File: src/rtl/alu_pkg.sv
// alu_pkg: shared definitions for the execute-stage ALU.
//   - ALU_* : 4-bit opcode values as carried on ealuc.
//   - ALU_MASK_X / ALU_MASK_FULL : decode masks. Codes written x??? in the
//     opcode table ignore bit 3. The shift and SLT codes decode all four bits.
//   - alu_op_e : internal one-of-N operation class produced by the decoder.
//   - alu_match() : masked opcode compare used by the decoder.
package alu_pkg;

   localparam logic [3:0] ALU_ADD = 4'b0000;
   localparam logic [3:0] ALU_SUB = 4'b0100;
   localparam logic [3:0] ALU_AND = 4'b0001;
   localparam logic [3:0] ALU_OR  = 4'b0101;
   localparam logic [3:0] ALU_XOR = 4'b0010;
   localparam logic [3:0] ALU_LUI = 4'b0110;
   localparam logic [3:0] ALU_SLL = 4'b0011;
   localparam logic [3:0] ALU_SRL = 4'b0111;
   localparam logic [3:0] ALU_SRA = 4'b1111;
   localparam logic [3:0] ALU_SLT = 4'b1011;

   localparam logic [3:0] ALU_MASK_X    = 4'b0111;
   localparam logic [3:0] ALU_MASK_FULL = 4'b1111;

   typedef enum logic [3:0] {
      OP_ADD,
      OP_SUB,
      OP_AND,
      OP_OR,
      OP_XOR,
      OP_LUI,
      OP_SLL,
      OP_SRL,
      OP_SRA,
      OP_SLT
   } alu_op_e;

   function automatic logic alu_match(input logic [3:0] code,
                                      input logic [3:0] op,
                                      input logic [3:0] mask);
      return ((code ^ op) & mask) == 4'b0000;
   endfunction

endpackage

File: src/rtl/alu_shifter.sv
// alu_shifter: combinational 32-bit barrel shifter.
// Ports:
//   data   [31:0] in  : value to shift
//   shamt  [4:0]  in  : shift amount
//   right         in  : 1 = shift right, 0 = shift left
//   arith         in  : with right=1, replicate data[31] into vacated bits
//   result [31:0] out : shifted value
module alu_shifter (
   input  logic [31:0] data,
   input  logic [4:0]  shamt,
   input  logic        right,
   input  logic        arith,
   output logic [31:0] result
);

   logic signed [31:0] data_s;

   assign data_s = data;

   always_comb begin
      result = data << shamt;
      if (right) begin
         if (arith) begin
            result = $unsigned(data_s >>> shamt);
         end else begin
            result = data >> shamt;
         end
      end
   end

endmodule

File: src/rtl/alu_core.sv
// alu_core: integer execute-stage ALU with a one-cycle registered result.
// Ports:
//   clk          in  : rising-edge clock
//   rst          in  : synchronous active-high reset, clears both outputs
//   uns          in  : unsigned variant (ADDU/SUBU/SLTU), suppresses overflow
//   alua  [31:0] in  : operand A (shift amount in alua[4:0])
//   alub  [31:0] in  : operand B
//   ealuc [3:0]  in  : operation select, decoded through alu_pkg
//   ealu  [31:0] out : registered result
//   IntOverflow  out : registered signed-overflow flag for ADD/SUB with uns=0
module alu_core (
   input  logic        clk,
   input  logic        rst,
   input  logic        uns,
   input  logic [31:0] alua,
   input  logic [31:0] alub,
   input  logic [3:0]  ealuc,
   output logic [31:0] ealu,
   output logic        IntOverflow
);

   import alu_pkg::*;

   // Signed overflow of a + b_eff. For SUB, b_eff is ~b, so the test
   // "operand signs equal, result sign differs" covers both ADD and SUB.
   function automatic logic add_ovf(input logic a_msb,
                                    input logic b_eff_msb,
                                    input logic r_msb);
      return (a_msb == b_eff_msb) && (r_msb != a_msb);
   endfunction

   alu_op_e     op;
   logic        sub_sel;
   logic [31:0] b_eff;
   logic [32:0] addsub;
   logic        ovf_raw;
   logic        slt_bit;
   logic        shift_right;
   logic        shift_arith;
   logic [31:0] shift_res;
   logic [31:0] ealu_d;
   logic        ovf_d;
   logic [31:0] ealu_q;
   logic        ovf_q;

   // Every 4-bit code resolves to exactly one operation. The fallback to
   // ADD is never reached but keeps the decoder free of latches.
   always_comb begin
      op = OP_ADD;
      if      (alu_match(ealuc, ALU_ADD, ALU_MASK_X))    op = OP_ADD;
      else if (alu_match(ealuc, ALU_SUB, ALU_MASK_X))    op = OP_SUB;
      else if (alu_match(ealuc, ALU_AND, ALU_MASK_X))    op = OP_AND;
      else if (alu_match(ealuc, ALU_OR,  ALU_MASK_X))    op = OP_OR;
      else if (alu_match(ealuc, ALU_XOR, ALU_MASK_X))    op = OP_XOR;
      else if (alu_match(ealuc, ALU_LUI, ALU_MASK_X))    op = OP_LUI;
      else if (alu_match(ealuc, ALU_SLL, ALU_MASK_FULL)) op = OP_SLL;
      else if (alu_match(ealuc, ALU_SRL, ALU_MASK_FULL)) op = OP_SRL;
      else if (alu_match(ealuc, ALU_SRA, ALU_MASK_FULL)) op = OP_SRA;
      else if (alu_match(ealuc, ALU_SLT, ALU_MASK_FULL)) op = OP_SLT;
   end

   // A single adder serves ADD, SUB and SLT. Subtraction is a + ~b + 1.
   assign sub_sel = (op == OP_SUB) || (op == OP_SLT);
   assign b_eff   = sub_sel ? ~alub : alub;
   assign addsub  = {1'b0, alua} + {1'b0, b_eff} + {32'b0, sub_sel};
   assign ovf_raw = add_ovf(alua[31], b_eff[31], addsub[31]);

   // Signed less-than is the difference sign corrected by overflow.
   // Unsigned less-than is a borrow, which is the absence of carry-out.
   assign slt_bit = uns ? ~addsub[32] : (addsub[31] ^ ovf_raw);

   assign shift_right = (op == OP_SRL) || (op == OP_SRA);
   assign shift_arith = (op == OP_SRA);

   alu_shifter u_shifter (
      .data   (alub),
      .shamt  (alua[4:0]),
      .right  (shift_right),
      .arith  (shift_arith),
      .result (shift_res)
   );

   always_comb begin
      ealu_d = addsub[31:0];
      ovf_d  = 1'b0;
      unique case (op)
         OP_ADD, OP_SUB: begin
            ealu_d = addsub[31:0];
            ovf_d  = ovf_raw & ~uns;
         end
         OP_AND: ealu_d = alua & alub;
         OP_OR:  ealu_d = alua | alub;
         OP_XOR: ealu_d = alua ^ alub;
         OP_LUI: ealu_d = {alub[15:0], 16'h0000};
         OP_SLL, OP_SRL, OP_SRA: ealu_d = shift_res;
         OP_SLT: ealu_d = {31'b0, slt_bit};
         default: ealu_d = addsub[31:0];
      endcase
   end

   // Stage boundary: result and overflow flag registered together.
   always_ff @(posedge clk) begin
      if (rst) begin
         ealu_q <= 32'h0;
         ovf_q  <= 1'b0;
      end else begin
         ealu_q <= ealu_d;
         ovf_q  <= ovf_d;
      end
   end

   assign ealu        = ealu_q;
   assign IntOverflow = ovf_q;

endmodule

File: config.mk
export PLATFORM = sky130hd
export DESIGN_NAME = alu_core
export DESIGN_NICKNAME = d
export VERILOG_FILES = /design/src/rtl/alu_pkg.sv /design/src/rtl/alu_shifter.sv /design/src/rtl/alu_core.sv
export SDC_FILE = /design/constraint.sdc
export NUM_CORES = 1
export LEC_CHECK = 0
export CORE_MARGIN = 4
export CORE_UTILIZATION = 40
export DETAILED_ROUTE_END_ITERATION = 6
export GPL_ROUTABILITY_DRIVEN = 0
export PLACE_DENSITY_LB_ADDON = 0.2
export SLEW_MARGIN = 20
export SYNTH_ARGS = -nofsm -noshare
export SYNTH_HDL_FRONTEND = slang
export SYNTH_HIERARCHICAL = 1
export SYNTH_SLANG_ARGS = --single-unit
File: constraint.sdc
create_clock -name clk -period 10.5 [get_ports clk]
set_input_delay 1.05 -clock clk [delete_from_list [all_inputs] [get_ports clk]]
set_output_delay 1.05 -clock clk [all_outputs]
set_load 0.005 [all_outputs]
### Word-level counts from Yosys, hierarchy flattened

Index checks and enable logic that the tools add are counted.
W data, S select, Z words.

| cells by class | value |
|---|---|
| add/sub/neg operators | 2 |
| multipliers | 0 |
| divide/modulo/power cells | 0 |
| order comparisons | 0 |
| eq/ne operators | 11 |
| shift-type cells | 3 |
| multiplexer cells | 15 |
| bitwise gates (word level) | 18 |
| reduce and logical (&&, ||, !) cells | 17 |

Operator list:

| operator | count |
|---|---|
| $pmux W32 S6 | 1 |
| $mux W32 | 3 |
| $logic_not A4 Y1 | 11 |
| $mux W4 | 10 |
| $add A32 B32 Y33 | 1 |
| $add A33 B1 Y33 | 1 |
| $and A32 B32 Y32 | 1 |
| $not A32 Y32 | 1 |
| $or A32 B32 Y32 | 1 |
| $shl A32 B5 Y32 | 1 |
| $shr A32 B5 Y32 | 1 |
| $sshr A32 B5 Y32 | 1 |
| $xor A32 B32 Y32 | 1 |
| $eq A4 B3 Y1 const B | 4 |
| $eq A4 B2 Y1 const B | 2 |
| $eq A4 B4 Y1 const B | 2 |
| $not A1 Y1 | 6 |
| $not A2 Y2 | 3 |
| $not A3 Y3 | 2 |
| $eq A4 B1 Y1 const B | 1 |
| $not A4 Y4 | 1 |
| $reduce_or A2 Y1 | 2 |
| $reduce_or A3 Y1 | 1 |
| $logic_or A1 B1 Y1 | 2 |
| 6 further kinds | 6 |

| storage, ports and cells | value |
|---|---|
| flip-flop bits (word level) | 33 |
| bits in latches | 0 |
| bits in writable memories | 0 |
| ROM bits | 0 |
| input port bits | 71 |
| output and inout port bits | 33 |
| logic and storage cells | 68 |
| memories kept | 0 |

### Longest topological paths before layout

Gate-level depths: netlist (run 1).

| depth | value |
|---|---|
| depth in word-level cells | 22 |
| gate-level depth with buffers | 16 |
| mapped depth without buffers | 13 |

### Hierarchy

Netlist (run 1), hierarchy kept.

By module, submodules not included:

| module | instances | cells each | area each (sq um) | sequential area each (sq um) |
|---|---|---|---|---|
| alu_core | 1 | 672 | 5,049.8 | 660.6 |
| alu_shifter | 1 | 490 | 3,923.8 | 0.0 |

### Worst setup path after synthesis (run 1)

Ideal clock, no wire load.

| path | value |
|---|---|
| path kind | input to register |
| from | input ealuc[1] |
| to | register ealu_q[31], in the netlist ealu[31] |
| library setup time | 0.079 ns |
| arrival | 4.793 ns |
| data required time | 10.421 ns |
| setup slack | 5.628 ns |
| cell stages on the path | 15 |
| buffers on the path | 3 |
| path through | buf_2 and4b_1 buf_4 nor2_1 buf_1 xnor2_1 ha_1 o211ai_1 o21ai_0 nand4_1 or4_4 a2111oi_4 nor3b_1 or4_1 o211ai_1 |

| on the way | value |
|---|---|
| cells in the longest elaborated chain, start to end | 18 |
| elaborated cells between the ends (all ways) | 44 |
| those cells by class | add/sub: 2; eq/ne: 9; mux: 14; bitwise: 6; reduce/logical: 13 |

Ends and longest elaborated chain:

| item | line | text |
|---|---|---|
| start: declaration | alu_core.sv:17 | `input logic [3:0] ealuc,` |
| $not A3 Y3 (no line) | n/a |  |
| $logic_not A4 Y1 | alu_pkg.sv:39 | `return ((code ^ op) & mask) == 4'b0000;` |
| $mux W4 | alu_core.sv:59 | `else if (alu_match(ealuc, ALU_SLT, ALU_MASK_FULL)) op = OP_SLT;` |
| $mux W4 | alu_core.sv:58 | `else if (alu_match(ealuc, ALU_SRA, ALU_MASK_FULL)) op = OP_SRA;` |
| $mux W4 | alu_core.sv:57 | `else if (alu_match(ealuc, ALU_SRL, ALU_MASK_FULL)) op = OP_SRL;` |
| $mux W4 | alu_core.sv:56 | `else if (alu_match(ealuc, ALU_SLL, ALU_MASK_FULL)) op = OP_SLL;` |
| $mux W4 | alu_core.sv:55 | `else if (alu_match(ealuc, ALU_LUI, ALU_MASK_X)) op = OP_LUI;` |
| $mux W4 | alu_core.sv:54 | `else if (alu_match(ealuc, ALU_XOR, ALU_MASK_X)) op = OP_XOR;` |
| [... 2 more ...] | n/a |  |
| $mux W4 | alu_core.sv:51 | `else if (alu_match(ealuc, ALU_SUB, ALU_MASK_X)) op = OP_SUB;` |
| $mux W4 (*) | alu_core.sv:50 | `if (alu_match(ealuc, ALU_ADD, ALU_MASK_X)) op = OP_ADD;` |
| $eq A4 B1 Y1 / $eq A4 B4 Y1 (equally long branches) | alu_core.sv:63, alu_core.sv:86 |  |
| $logic_or A1 B1 Y1 | alu_core.sv:63 | `assign sub_sel = (op == OP_SUB) \|\| (op == OP_SLT);` |
| $mux W32 | alu_core.sv:64 | `assign b_eff = sub_sel ? ~alub : alub;` |
| $add A32 B32 Y33 | alu_core.sv:65 | `assign addsub = {1'b0, alua} + {1'b0, b_eff} + {32'b0, sub_sel};` |
| $add A33 B1 Y33 | alu_core.sv:65 |  |
| $pmux W32 S6 (*) | alu_core.sv:86 | `unique case (op)` |
| end signal: assignment | alu_core.sv:107 | `ealu_q <= ealu_d;` |
| end: declaration | alu_core.sv:43 | `logic [31:0] ealu_q;` |

Mark *: on every way between the ends. The rest lies on a longest branch, timed or not.
A chain may end at the register's enable or synchronous reset.

### Final worst setup path (run 1)

| path | value |
|---|---|
| from | input ealuc[2] |
| to | register ealu_q[23], in the netlist ealu[23] |

| on the way | value |
|---|---|
| cells in the longest elaborated chain, start to end | 17 |
| elaborated cells between the ends (all ways) | 43 |
| those cells by class | add/sub: 2; eq/ne: 9; mux: 14; bitwise: 5; reduce/logical: 13 |

Ends and longest elaborated chain:

| item | line | text |
|---|---|---|
| $logic_not A4 Y1 / $not A4 Y4 (equally long branches) | n/a |  |
| $mux W4 / $logic_not A4 Y1 (equally long branches) | alu_core.sv:59, alu_pkg.sv:39 |  |
| $mux W4 | alu_core.sv:58 |  |
| $mux W4 | alu_core.sv:57 |  |
| $mux W4 | alu_core.sv:56 |  |
| $mux W4 | alu_core.sv:55 |  |
| $mux W4 | alu_core.sv:54 |  |
| $mux W4 | alu_core.sv:53 | `else if (alu_match(ealuc, ALU_OR, ALU_MASK_X)) op = OP_OR;` |
| $mux W4 | alu_core.sv:52 | `else if (alu_match(ealuc, ALU_AND, ALU_MASK_X)) op = OP_AND;` |
| $mux W4 | alu_core.sv:51 |  |
| $mux W4 (*) | alu_core.sv:50 |  |
| $eq A4 B1 Y1 / $eq A4 B4 Y1 (equally long branches) | alu_core.sv:63, alu_core.sv:86 |  |
| $logic_or A1 B1 Y1 | alu_core.sv:63 |  |
| $mux W32 | alu_core.sv:64 |  |
| $add A32 B32 Y33 | alu_core.sv:65 |  |
| $add A33 B1 Y33 | alu_core.sv:65 |  |
| $pmux W32 S6 (*) | alu_core.sv:86 |  |

Marked as above.

==> flow_summary_export.csv, run 1 <==
group,metric,value,unit
outcome,status,"completed",
cts,cts_root_buf,"clkbuf_16",
min_path,min_path_type,"in2reg",
place,hpwl,26.30,mm
floorplanning,start_util,40.87,%
layout,num_antenna_cells,0,
global_routing,gr-usage-all-layers,28.31,%
yosys,post_synth_instance_area,0.008974,mm²
floorplanning,ios,104,
drt,final_antenna_net_count,0,
drt,via_per_inst,6.688,
worst_setup_path,worstPathArrival,5990,ps
yosys,yosysTopAreaCellShare,14.31,%
cts,clk_path_buf_depth,2,
drt,firstDrtPassIters,6,
layout,fin_util,46.70,%
timing,maxSlewViolCount,0,
layout,areaGrowthSynthToFinish,14.28,%
timing,fin_crit,5836,ps
global_routing,grt_max_degree,58,
timing,tightest_slew,873.5,ps
worst_setup_path,crit_type,"in2reg",
floorplanning,die_y,157.8,µm
timing,fmax,171.4,MHz
yosys,ys_types,83,
cts,clk_pin_slew,60,ps
yosys,synth_most_common_cell,"nand2_1",
drt,vias,9945,
layout,n_fill_cell,2195,
timing,rsz0062_at_grt,"no",
yosys,synth_commonest_cells,"114 x nand2_1, 111 x nor2_1, 95 x ha_1, 80 x inv_1, 79 x a21oi_1",
cts,cts_sinks,33,
drt,drt-initial-drc-count,1453,
timing,setup_viol,0,
yosys,synth_top_area_cell,"mux4_2",
layout,drive_above_1_share,9.693,%
yosys,synth_area_leaders,"mux4_2 14%, ha_1 13%, dfxtp_1 7.4%",
min_path,hold_depth,3,
floorplanning,chipWidth,157.8,µm
worst_setup_path,required,10650,ps
yosys,synthCells,1162,
drt,wl_per_cell,24.32,µm
yosys,async_reset_ff_share,0,%
yosys,ys.flop_type,"dfxtp_1",
timing,finalSetupTns,0,ps
floorplanning,core-area,0.02196,mm²
timing,maxSlewHeadroom,41.58,%
cts,cts_buffers,5,
global_routing,grt-ovfl-total,0,
worst_setup_path,crit_path_max_fanout,43,
timing,min_period_over_period,55.58,%
global_routing,grt_pass1_vias,9114,
place,port_buffers,103,
drt,wl,36.16,mm
yosys,ys_ff_latch,33,
timing,hold_violations,0,
drt,drc,0,
layout,layout.nets,1374,
yosys,synth_edf_count,0,
cts,post_cts_buffers,0,
cts,cts-resized-gates,0,
worst_setup_path,start_kind,"input pin",
cts,htreeDepth,2,
global_routing,antenna_found_initial,3,
power_and_ir_drop,ir_drop,0.05565,mV
power_and_ir_drop,p_total,0.8545,mW
yosys,ys_seq_area_share,7.362,%
cts,cts_hold_buf,0,
yosys,syn_nets,1329,
run,maxCapViolCount,0,
min_path,hold_path_end,"IntOverflow",
worst_setup_path,end_kind,"flip-flop",
power_and_ir_drop,p_leak,4.218,nW
floorplanning,die_area,0.02489,mm²
power_and_ir_drop,power.density,83.33,mW/mm²
global_routing,grt_pass1_wl,54.81,mm
yosys,synth_warnings,6,
floorplanning,fp-row-count,54,
yosys,syn_avg_cell_area,7.723,µm²
cts,tritoncts,"yes",
min_path,worst_hold_startpoint,"alua[31]",
[per-layer routing]
metal	vias up	track usage (%)	wire length, µm
met2	631	41.26	15200
met1	4726	39.69	15130
met4	6	10.98	1663
met5	-	0	39
li1	4463	-	-
met3	119	7.709	4125
[logic make-up (layout without fill, tap and decap cells)]
family / after synthesis / in the layout / synth area share, %
muxes: 115 / 115 / 21.39
adders and majority gates: 96 / 96 / 13.47
and+or+nand+nor: 330 / 330 / 16.73
DFF: 33 / 33 / 7.362
AOI/OAI and AO/OA: 369 / 369 / 28.10
buffers and inverters: 169 / 214 / 8.073
xor gates and xnor gates: 50 / 50 / 4.880
[worst max-delay path, stage by stage]
cell             delay [ps]
clkdlybuf4s50_1         460
buf_4                   410
and4b_1                 360
nor2_4                  570
buf_4                   410
xnor2_1                 160
ha_1                    330
a21oi_1                 280
o21bai_1                 90
a2111oi_0               710
or4b_2                  630
o21ai_0                 230
xor2_1                  170
o22ai_1                  90
[report_power, final]
group          switching [mW]  leakage, nW  internal [mW]
logic                   0.323         3.88          0.236
clock network          0.0593       0.0700         0.0933
registers             0.00404        0.273          0.139
total                   0.387         4.22          0.468
[per-stage QoR]
stage / cell area [µm²] / instances / setup WS [ps] / hold slack, ps
floorplan: 8974 / 1162 / 5628 / 1206
global placement: 10110 / 1480 / 4603 / 1752
detailed placement: 10110 / 1480 / 4451 / 1754
CTS: 10250 / 1487 / 4738 / 1562
global route: 10250 / 1487 / 4286 / 1593
finish: 10250 / 1487 / 4664 / 1614
[placed cells by master (no fill, tap or decap), drive strengths merged, types with 14 or more instances in the layout]
| master | instances |
|---|---|
| a211oi | 15 |
| a21o | 18 |
| a21oi | 79 |
| a22oi | 22 |
| a31oi | 17 |
| buf | 25 |
| clkdlybuf4s50 | 100 |
| dfxtp | 33 |
| ha | 95 |
| inv | 80 |
| mux2 | 18 |
| mux2i | 38 |
| mux4 | 59 |
| nand2 | 114 |
| nand3 | 15 |
| nor2 | 111 |
| nor3 | 25 |
| o211ai | 18 |
| o21ai | 74 |
| xnor2 | 36 |
| xor2 | 14 |
[registers in the layout, indices dropped and copies added, names as in the netlist]
| register | count |
|---|---|
| IntOverflow | 1 |
| ealu | 32 |
[worst max path at each step]
| stage | startpoint | endpoint | slack, ps | depth (start not counted) |
|---|---|---|---|---|
| after floorplan | ealuc[1] | ealu[31] | 5630 | 15 |
| after global placement | ealuc[2] | ealu[31] | 4600 | 14 |
| after detailed placement | ealuc[2] | ealu[23] | 4450 | 14 |
| after CTS | ealuc[2] | ealu[23] | 4740 | 14 |
| after global routing | ealuc[2] | ealu[23] | 4290 | 14 |
| final | ealuc[2] | ealu[23] | 4660 | 14 |
[cell type report]
class | count | area [µm²] | area share (%)
Sequential cell | 33 | 660.6 | 6.442
Tap cell | 280 | 350.3 | 3.416
Timing Repair Buffer | 125 | 1186 | 11.57
Inverter | 82 | 307.8 | 3.001
Clock buffer | 7 | 142.6 | 1.391
Multi-Input combinational cell | 960 | 7607 | 74.18
Note: power is estimated with default switching activity, not from simulation.
==> run 2: changes to the inputs <==
==> constraint.sdc (replaced) <==
create_clock -name clk -period 5.9 [get_ports clk]
set_input_delay 0.59 -clock clk [delete_from_list [all_inputs] [get_ports clk]]
set_output_delay 0.59 -clock clk [all_outputs]
set_load 0.005 [all_outputs]
==> flow_summary_export.csv, run 2 (synthesized netlist as in run 1, its figures left out) <==
group,metric,value,unit
power_and_ir_drop,p_leak,4.257,nW
worst_setup_path,path_delay_family,"simple AND/OR/NAND/NOR gates",
floorplanning,core-area,0.02196,mm²
power_and_ir_drop,power.density,147.4,mW/mm²
cts,htreeDepth,2,
worst_setup_path,path_cells,"clkdlybuf4s50_1, and4b_1, nor2_4, buf_4, xnor2_1, ha_1, a21oi_1, o21bai_1, a2111oi_0, or4b_2, o21ai_0, xor2_1, o22ai_1",
layout,largest_register_ff_count,32,
worst_setup_path,start_kind,"input pin",
worst_setup_path,crit_path_max_fanout,23,
worst_setup_path,end_kind,"flip-flop",
layout,areaGrowthSynthToFinish,14.95,%
worst_setup_path,worstPathArrival,5070,ps
cts,cts_hold_buf,0,
place,hpwl,26.12,mm
timing,finalSetupTns,0,ps
min_path,worst_hold_startpoint,"alua[2]",
worst_setup_path,crit_type,"in2reg",
drt,wl_per_cell,23.99,µm
layout,layout.nets,1382,
place,dpl-instance-area,0.01017,mm²
global_routing,grt-ovfl-total,0,
layout,multi_input_area,0.007607,mm²
layout,final_cell_count_no_fill,1495,
floorplanning,die_area,0.02489,mm²
floorplanning,ios,104,
min_path,hold_path_end,"ealu[2]",
global_routing,gr-usage-all-layers,27.87,%
cts,post_cts_buffers,0,
layout,seq_area,660.6,µm²
worst_setup_path,required,6050,ps
global_routing,grt_pass1_wl,53.79,mm
timing,fmax,203.3,MHz
drt,via_per_inst,6.576,
timing,maxSlewViolCount,0,
timing,min_period_over_period,83.37,%
global_routing,antenna_found_initial,1,
drt,firstDrtPassIters,6,
run,maxCapViolCount,0,
timing,hold_violations,0,
floorplanning,start_util,40.87,%
worst_setup_path,cp_num_buf_inv,2,
timing,fin_crit,4919,ps
cts,clk_path_buf_depth,2,
drt,final_antenna_net_count,0,
timing,tightest_slew,1054,ps
global_routing,grt_pass1_vias,8894,
drt,vias,9831,
outcome,status,"completed",
min_path,min_path_type,"in2reg",
global_routing,grt_max_degree,50,
worst_setup_path,cp_slowest_cell,"a2111oi_0",
timing,setup_viol,0,
worst_setup_path,slowest_delay,710,ps
layout,n_fill_cell,2191,
floorplanning,fp-row-count,54,
cts,cts-resized-gates,0,
floorplanning,die_y,157.8,µm
drt,wl,35.86,mm
timing,maxSlewHeadroom,29.64,%
cts,cts_root_buf,"clkbuf_16",
layout,layout_commonest_cell,"nand2_1",
place,place_inst,1488,
cts,cts_buffers,5,
timing,rsz0062_at_grt,"no",
power_and_ir_drop,ir_drop,0.09519,mV
layout,stdcell_area,0.01031,mm²
cts,tritoncts,"yes",
min_path,hold_depth,5,
cts,clk_pin_slew,60,ps
layout,num_antenna_cells,0,
layout,final_cell_mix,"114 x nand2_1, 108 x nor2_1, 100 x clkdlybuf4s50_1, 95 x ha_1, 79 x inv_1",
floorplanning,chipWidth,157.8,µm
timing,whs,886.0,ps
layout,drive_above_1_share,10.29,%
drt,drt-initial-drc-count,1230,
drt,drc,0,
cts,cts_sinks,33,
place,port_buffers,103,
-- run 2: per-stage QoR --
| stage | worst slack, ps | total power, mW | util [%] |
|---|---|---|---|
| final | 981.0 | 1.521 | 46.97 |
| after global routing | 717.3 | 1.616 | 46.97 |
| after CTS | 1082 | 1.504 | 46.97 |
| after detailed placement | 793.0 | 1.224 | 46.32 |
| after global placement | 989.1 | 1.223 | 46.32 |
| after floorplan | 1488 | 0.8937 | - |
-- run 2: worst max-delay path by stage --
stage | from | endpoint | depth (start not counted)
6_report | ealuc[3] | ealu[23] | 13
3_5_place_dp | ealuc[3] | ealu[23] | 13
5_1_grt | ealuc[1] | ealu[26] | 14
2_1_floorplan | ealuc[1] | ealu[31] | 15
3_3_place_gp | ealuc[3] | ealu[23] | 13
4_1_cts | ealuc[3] | ealu[23] | 13
-- run 2: final cells by class --
cell class,count,share of cell area [%]
repair buffers,133,12.08
flip-flops and latches,33,6.405
well taps,280,3.396
clock buffers,7,1.383
inverters,82,2.984
multi-input cells,960,73.75
-- run 2: where the power goes --
group          switching [mW]  total, mW  internal (mW)
clock                   0.107      0.273          0.166
sequential            0.00745      0.255          0.247
combinational           0.571      0.993          0.422
-- run 2: routing by layer --
layer / up-vias / routed length, µm / global-route usage (%)
li1: 4483 / - / -
met1: 4619 / 14910 / 39.11
met2: 641 / 14910 / 40.49
met3: 86 / 4444 / 7.846
met4: 2 / 1576 / 10.61
met5: - / 19 / 0
==> run 3: changes to the inputs <==
==> constraint.sdc (replaced) <==
create_clock -name clk -period 4.3 [get_ports clk]
set_input_delay 0.43 -clock clk [delete_from_list [all_inputs] [get_ports clk]]
set_output_delay 0.43 -clock clk [all_outputs]
set_load 0.005 [all_outputs]
==> flow_summary_export.csv, run 3 (synthesized netlist as in run 1, its figures left out) <==
group,metric,value,unit
cts,cts_sinks,33,
worst_setup_path,slowest_delay,570,ps
place,hpwl,28.06,mm
min_path,min_path_type,"in2reg",
timing,finalSetupTns,0,ps
layout,final_cell_count_no_fill,1554,
drt,drt-initial-drc-count,1411,
floorplanning,core-area,0.02196,mm²
drt,wl,37.00,mm
min_path,worst_hold_startpoint,"alua[2]",
drt,final_antenna_net_count,0,
place,dpl-instance-area,0.01061,mm²
min_path,hold_depth,5,
drt,firstDrtPassIters,6,
floorplanning,start_util,40.87,%
floorplanning,ios,104,
worst_setup_path,start_kind,"input pin",
layout,layout_commonest_cell,"nand2_1",
timing,hold_violations,0,
layout,layout.nets,1439,
worst_setup_path,worstPathArrival,4250,ps
cts,tritoncts,"yes",
layout,stdcell_area,0.01079,mm²
worst_setup_path,path_cells,"clkdlybuf4s50_1, and4b_1, nor2_4, xnor2_1, ha_1, o211ai_1, o21ai_0, buf_4, nand4_1, or4_4, a2111oi_4, nor3b_1, or4_1, o211ai_1",
power_and_ir_drop,p_leak,4.550,nW
layout,areaGrowthSynthToFinish,20.27,%
worst_setup_path,crit_type,"in2reg",
place,place_inst,1545,
worst_setup_path,cp_num_buf_inv,2,
worst_setup_path,required,4500,ps
layout,largest_register_ff_count,32,
cts,cts_buffers,5,
layout,n_fill_cell,2156,
worst_setup_path,path_delay_family,"simple AND/OR/NAND/NOR gates",
global_routing,grt-ovfl-total,0,
layout,drive_above_1_share,14.45,%
worst_setup_path,cpMostUsedCell,"o211ai_1",
worst_setup_path,crit_path_max_fanout,6,
layout,final_cell_mix,"114 x nand2_1, 108 x nor2_1, 100 x clkdlybuf4s50_1, 95 x ha_1, 88 x buf_4",
drt,via_per_inst,6.546,
power_and_ir_drop,power.density,207.4,mW/mm²
floorplanning,chipWidth,157.8,µm
cts,clk_pin_slew,60,ps
outcome,status,"completed",
timing,fin_crit,4048,ps
timing,layout_setup_ws,252.4,ps
floorplanning,die_area,0.02489,mm²
worst_setup_path,cp.depth,14,
run,maxCapViolCount,0,
cts,htreeDepth,2,
floorplanning,die_y,157.8,µm
cts,clk_path_buf_depth,2,
place,place_ws,4.648,ps
power_and_ir_drop,ir_drop,0.1994,mV
worst_setup_path,startpoint,"ealuc[2]",
worst_setup_path,cp_slowest_cell,"or4_4",
global_routing,antenna_found_initial,2,
global_routing,gr-usage-all-layers,29.05,%
timing,tightest_slew,900.2,ps
global_routing,grt_pass1_wl,56.35,mm
cts,cts_hold_buf,0,
timing,maxSlewHeadroom,39.90,%
global_routing,grt_max_degree,78,
floorplanning,fp-row-count,54,
timing,min_period_over_period,94.13,%
timing,whs,857.5,ps
worst_setup_path,end_kind,"flip-flop",
drt,drc,0,
drt,wl_per_cell,23.81,µm
global_routing,grt_pass1_vias,9293,
cts,cts_root_buf,"clkbuf_16",
cts,post_cts_buffers,0,
drt,vias,10170,
timing,maxSlewViolCount,0,
place,port_buffers,103,
timing,fmax,247.1,MHz
timing,rsz0062_at_grt,"no",
timing,setup_viol,0,
==> run 3: timing repair <==
item,CTS,global route
resized for setup,0,1
endpoints found under the setup margin,0,2
endpoints found under the hold margin,0,0
==> run 3: metal layers <==
| metal | global-route usage [%] | routed length (µm) | vias up |
|---|---|---|---|
| met2 | 44.41 | 16070 | 640 |
| met5 | 0 | 27 | - |
| met1 | 39.56 | 15250 | 4822 |
| met3 | 7.764 | 4050 | 116 |
| li1 | - | - | 4591 |
| met4 | 10.16 | 1599 | 4 |
==> run 3: worst paths after layout <==
kind                   end  slack (ps)
hold / removal     ealu[3]         860
setup / recovery  ealu[31]         250
==> run 3: power breakdown <==
part | leakage (nW) | total (mW) | switching [mW] | internal (mW)
clock network | 0.0831 | 0.440 | 0.151 | 0.289
logic | 4.19 | 1.45 | 0.811 | 0.639
registers | 0.273 | 0.348 | 0.00861 | 0.339
total | 4.55 | 2.24 | 0.970 | 1.27
==> run 3: stage by stage <==
stage                     power [mW]  util [%]
final                          2.238     49.15
after global routing           2.382     49.14
after CTS                      2.216     49.13
after detailed placement       1.762     48.33
after global placement         1.756     48.33
after floorplan                1.226         -
==> run 3: area by class of cell <==
type                    count  area (µm²)  area share [%]
multi-input cells         960        7609           70.50
repair buffers            190        1687           15.63
flip-flops and latches     33       660.6           6.121
well taps                 280       350.3           3.246
inverters                  82       307.8           2.852
clock buffers               6       138.9           1.287
clock inverters             2       37.54          0.3478
diodes                      1       2.502         0.02319
